<file path="src/rtl/nibble_fifo_pkg.sv">
// Shared FIFO sizing defaults and the request-combination encoding,
// imported by the FIFO, its pointer counters and the bench.
package nibble_fifo_pkg;

  localparam int FIFO_WIDTH = 4;
  localparam int FIFO_DEPTH = 4;
  localparam int FIFO_AW    = $clog2(FIFO_DEPTH);

  // Accepted-operation mix on one edge, {write, read}
  typedef enum logic [1:0] {
    OP_NONE = 2'b00,
    OP_RD   = 2'b01,
    OP_WR   = 2'b10,
    OP_RW   = 2'b11
  } fifo_op_e;

endpackage

</file>
<file path="src/rtl/nibble_fifo_ptr.sv">
// Modulo-DEPTH up-counter used for the FIFO read and write pointers.
module fifo_ptr
  import nibble_fifo_pkg::*;
#(
  parameter int AW = FIFO_AW
) (
  input  logic          clk,
  input  logic          rst,
  input  logic          inc,
  output logic [AW-1:0] ptr
);

  logic [AW-1:0] ptr_q, ptr_d;

  // DEPTH is a power of two, so natural AW-bit rollover is the modulo wrap
  always_comb begin
    ptr_d = ptr_q;
    if (inc) ptr_d = ptr_q + 1'b1;
  end

  always_ff @(posedge clk or posedge rst) begin
    if (rst) ptr_q <= '0;
    else     ptr_q <= ptr_d;
  end

  assign ptr = ptr_q;

endmodule

</file>
<file path="src/rtl/nibble_fifo.sv">
// Synchronous FIFO with registered read data, occupancy count and
// one-cycle overflow/underflow pulses for rejected requests.
module nibble_fifo
  import nibble_fifo_pkg::*;
#(
  parameter int WIDTH = FIFO_WIDTH,
  parameter int DEPTH = FIFO_DEPTH,
  parameter int AW    = FIFO_AW
) (
  input  logic             clk,
  input  logic             rst,
  input  logic [WIDTH-1:0] d,
  input  logic             wr_en,
  input  logic             rd_en,
  output logic [WIDTH-1:0] q,
  output logic             full,
  output logic             empty,
  output logic [AW:0]      count,
  output logic             ovf,
  output logic             udf
);

  localparam logic [AW:0] FULL_CNT = (AW+1)'(DEPTH);

  logic [WIDTH-1:0] mem_q [DEPTH];
  logic [WIDTH-1:0] q_q, q_d;
  logic [AW:0]      count_q, count_d;
  logic             ovf_q, ovf_d, udf_q, udf_d;
  logic [AW-1:0]    wr_ptr, rd_ptr;
  logic             wr_acc, rd_acc;
  fifo_op_e         op;

  assign full  = (count_q == FULL_CNT);
  assign empty = (count_q == '0);

  // A read frees a slot on the same edge, so a full FIFO still takes a write
  assign rd_acc = rd_en && !empty;
  assign wr_acc = wr_en && (!full || rd_acc);
  assign op     = fifo_op_e'({wr_acc, rd_acc});

  always_comb begin
    count_d = count_q;
    q_d     = q_q;
    ovf_d   = wr_en && !wr_acc;
    udf_d   = rd_en && !rd_acc;
    case (op)
      OP_WR:   count_d = count_q + 1'b1;
      OP_RD:   count_d = count_q - 1'b1;
      default: count_d = count_q;
    endcase
    if (rd_acc) q_d = mem_q[rd_ptr];
  end

  always_ff @(posedge clk or posedge rst) begin
    if (rst) begin
      q_q     <= '0;
      count_q <= '0;
      ovf_q   <= 1'b0;
      udf_q   <= 1'b0;
    end else begin
      q_q     <= q_d;
      count_q <= count_d;
      ovf_q   <= ovf_d;
      udf_q   <= udf_d;
    end
  end

  // Storage is never read before written, so it carries no reset
  always_ff @(posedge clk) begin
    if (wr_acc) mem_q[wr_ptr] <= d;
  end

  fifo_ptr #(.AW(AW)) u_wr_ptr (.clk(clk), .rst(rst), .inc(wr_acc), .ptr(wr_ptr));
  fifo_ptr #(.AW(AW)) u_rd_ptr (.clk(clk), .rst(rst), .inc(rd_acc), .ptr(rd_ptr));

  assign q     = q_q;
  assign count = count_q;
  assign ovf   = ovf_q;
  assign udf   = udf_q;

endmodule

</file>
<file path="config.mk">
export PLATFORM = sky130hd
export DESIGN_NAME = nibble_fifo
export DESIGN_NICKNAME = d
export VERILOG_FILES = /design/src/rtl/nibble_fifo_pkg.sv /design/src/rtl/nibble_fifo_ptr.sv /design/src/rtl/nibble_fifo.sv
export SDC_FILE = /design/constraint.sdc
export NUM_CORES = 1
export LEC_CHECK = 0
export ABC_AREA = 0
export ABC_CLOCK_PERIOD_IN_PS = 2700
export CAP_MARGIN = 20
export CORE_UTILIZATION = 51
export DETAILED_ROUTE_END_ITERATION = 7
export HOLD_SLACK_MARGIN = 0.06
export PLACE_DENSITY = 0.79
export SLEW_MARGIN = 20
export SYNTH_ARGS = -nofsm -noshare
export SYNTH_HDL_FRONTEND = slang
export SYNTH_SLANG_ARGS = --single-unit
</file>
<file path="constraint.sdc">
create_clock -name clk -period 2.7 [get_ports clk]
set_clock_uncertainty 0.05 [all_clocks]
set_input_delay 0.675 -clock clk [delete_from_list [all_inputs] [get_ports clk]]
set_output_delay 0.675 -clock clk [all_outputs]
set_load 0.03 [all_outputs]
</file>
==> implementation parameters <==
Parameter                              Value

STA
  Post-route setup TNS    0 ns
  Hold violation count in the final report    0
  Final-report setup violation count    0
  Final critical path time including I/O delays and setup    2.47 ns
  Worst Hold Slack    0.469 ns
  Fmax    404 MHz
  Unrepaired setup endpoints after global routing    false
  Share of the clock period used by the worst path    0.916
  Final count of pins violating max slew    0
  Transition time of the tightest slew-check pin    0.529 ns
  Worst rel slew slack    0.647

Floorplan
  Core area    2320 um^2
  I/O pin count    19
  Vertical die dimension    52.6 um
  Area enclosed by the die boundary    2770 um^2
  Num rows    17
  Initial Utilization    0.564
  Horizontal die dimension    52.6 um

Clock tree
  CTS tree    done
  Root buf cell    clkbuf_4
  Clock-pin transition on the worst setup and hold timing paths    0.09 ns
  Total clock sinks    29
  Num CTS Buffers    5
  Number of H-tree branching levels    2
  Max clock buf depth    2
  Worst skew pair latency    0.32 ns
  Setup bufs post-CTS    0

Pwr
  Sequential share of power    0.423
  Share of power burned in the clock network    0.138
  Switching fraction of total power    0.368
  Power density over the cells    1100 nW/um^2
  Standby leakage power    0.000651 uW
  Total power    1740 uW
  Cell-internal power    1100 uW
  Worst vdd rail ir drop    0.773 mV
  P_sw    641 uW
  Combinational fraction of design power    0.439

Yosys
  Most frequent cells after synthesis    edfxtp_1, dfrtp_1, inv_1
  Share of the yosys chip area belonging to registers    0.616
  Synth warn    0
  Most common cell in the synthesized netlist    edfxtp_1
  Share of synthesized registers carrying an async set or reset    0.448
  Gate count of the mapped netlist    88
  Post-Synthesis Cell Area    1310 um^2
  Biggest area contributors in the synthesized netlist    edfxtp_1, dfrtp_1, mux4_2
  Portion of synthesized cell area occupied by the leading cell type    0.367
  Count of flip-flops with a built-in enable after synthesis    16
  Yosys cell types    30
  Leading area contributor after synthesis    edfxtp_1
  FF+latch count, synth    29
  Syn nets    101
  Post-synthesis area per instance    14.9 um^2
  Flip-flop cell with the highest count after synthesis    edfxtp_1

Route
  Vias per inst    5.30
  Sum of routed wire segments on met1    911 um
  Length of routed met2 wiring    1060 um
  Sum of met3 wire segment lengths after detailed routing    87 um
  Number of iterations in the first detailed-routing pass    4
  DRT iter0 DRCs    11
  Average wire per standard cell    14.6 um
  Antenna Nets Post-Route    0
  # DRC    0
  Routed Wire Length    2070 um
  Routed vias    752
  Highest routing layer actually used    met4

Finish
  Total number of nets in the final design    126
  Signed area change from the synthesized netlist to the final layout    21.5%
  Number of antenna cells inserted    0
  Share of post-route cells with drive strength above 1    0.211
  Multi-input gate area    459 um^2
  Sequential cell area    806 um^2
  Filler cell count in the final layout    168
  Post-Layout Cell Count    142
  Final core utilization    0.685

Place
  Placed cell count    134
  Post-detail-place hpwl    1570 um
  Final RePlAce weighted congestion    0.712
  Count of input and output buffers    18

GRT
  Total Routing Usage GR    0.177
  Wire length of the first global-routing pass    3200 um
  Remaining global-route overflow    0
  Initial antenna violation count    0
  Vias in the first global route    721
  Largest net degree at the start of global routing    14

Outcome
  Outcome    finished, final reports clean

Critical path
  FF-to-FF Start    count[0]$_DFFE_PP0P_
  Largest fanout of any net on the critical path    9
  Worst-case reg-to-reg path depth    6
  R2R Path End    count[2]$_DFFE_PP0P_
  Worst endpoint required time    1.98 ns
  CP Launch Type    flip-flop
  Category of the worst setup path capture point    primary output
  Data arrival time at the worst-slack endpoint    1.75 ns
  Kind of critical path    reg -> out
  Crit path to    empty
  Startpoint of the most critical setup path    count[0]$_DFFE_PP0P_
  Reg2reg setup slack    0.46 ns

Worst hold path
  Hold Path Class    reg -> reg

Run
  Total of max-cap violations    0
[logic make-up after synthesis]
family / after synthesis / synth area share
compound gates: 9 / 0.0555
xor+xnor: 5 / 0.0335
fa+ha+maj: 5 / 0.0536
buf+inv: 11 / 0.0325
flops: 29 / 0.616
mux: 9 / 0.115
simple gates: 20 / 0.0938
[power by group through the flow]
stage          clock (uW)  combinational [uW]  sequential (uW)
2_1_floorplan           0                 437              818
3_3_place_gp            0                 750              739
3_5_place_dp            0                 777              751
4_1_cts               248                 775              740
5_1_grt               275                 827              758
6_report              241                 765              737
[layout make-up]
type | instances | area share
Clock inverter | 3 | 0.0110
Tap cell | 28 | 0.0220
Multi-Input combinational cell | 48 | 0.289
Timing Repair Buffer | 21 | 0.128
Clock buffer | 5 | 0.0236
Sequential cell | 29 | 0.507
Inverter | 8 | 0.0189
[worst min path at each step]
stage,slack [ns],startpoint,end,cells past startpoint
floorplan,0.48,u_rd_ptr.ptr[1]$_DFFE_PP0P_,u_rd_ptr.ptr[1]$_DFFE_PP0P_,1
detailed placement,0.45,q[0]$_DFFE_PP0P_,q[0]$_DFFE_PP0P_,1
CTS,0.47,q[0]$_DFFE_PP0P_,q[0]$_DFFE_PP0P_,1
finish,0.47,q[0]$_DFFE_PP0P_,q[0]$_DFFE_PP0P_,1
global placement,0.44,q[2]$_DFFE_PP0P_,q[2]$_DFFE_PP0P_,1
global route,0.48,q[0]$_DFFE_PP0P_,q[0]$_DFFE_PP0P_,1
[stage by stage]
step	instance area [um^2]	setup slack, ns
after floorplan	1310	0.262
after global placement	1530	0.0589
after detailed placement	1530	0.00754
after CTS	1590	0.00653
after global routing	1590	0.121
final	1590	0.226
[flip-flops by register name (all words and copies together) (netlist names)]
| name | cells |
|---|---|
| u_wr_ptr.ptr | 2 |
| mem_q | 16 |
| u_rd_ptr.ptr | 2 |
| udf | 1 |
| count | 3 |
| ovf | 1 |
| q | 4 |
[per-layer routing]
| layer | vias to the layer above | GRT usage |
|---|---|---|
| met5 | - | 0 |
| met4 | 0 | 0.0526 |
| met3 | 2 | 0.0870 |
| met2 | 19 | 0.287 |
| met1 | 369 | 0.204 |
| li1 | 362 | - |
[placed cells by master, fill, tap and decap left out, drive strengths merged, types with 2 or more instances in the layout]
master | netlist | final
clkdlybuf4s50 | 0 | 16
edfxtp | 16 | 16
dfrtp | 13 | 13
inv | 8 | 8
and2 | 5 | 5
clkbuf | 2 | 5
mux2 | 5 | 5
mux4 | 4 | 4
xnor2 | 4 | 4
ha | 4 | 4
nand3 | 3 | 3
buf | 1 | 3
nand2 | 2 | 2
nor2 | 2 | 2
o21ai | 2 | 2
nor2b | 2 | 2
nand3b | 2 | 2
clkinv | 0 | 2
or3b | 2 | 2
[critical path: stages (launching register included)]
cell           delay, ns
dfrtp_1             0.47
or3_1               0.47
inv_1               0.09
dlygate4sd2_1       0.40
[repair_timing]
action | 4_1_cts | 5_1_grt
gates resized for setup | 1 | 1
setup endpoints to repair | 1 | 1
hold buffers | 0 | 0
Note: power is estimated with default switching activity, not from simulation.
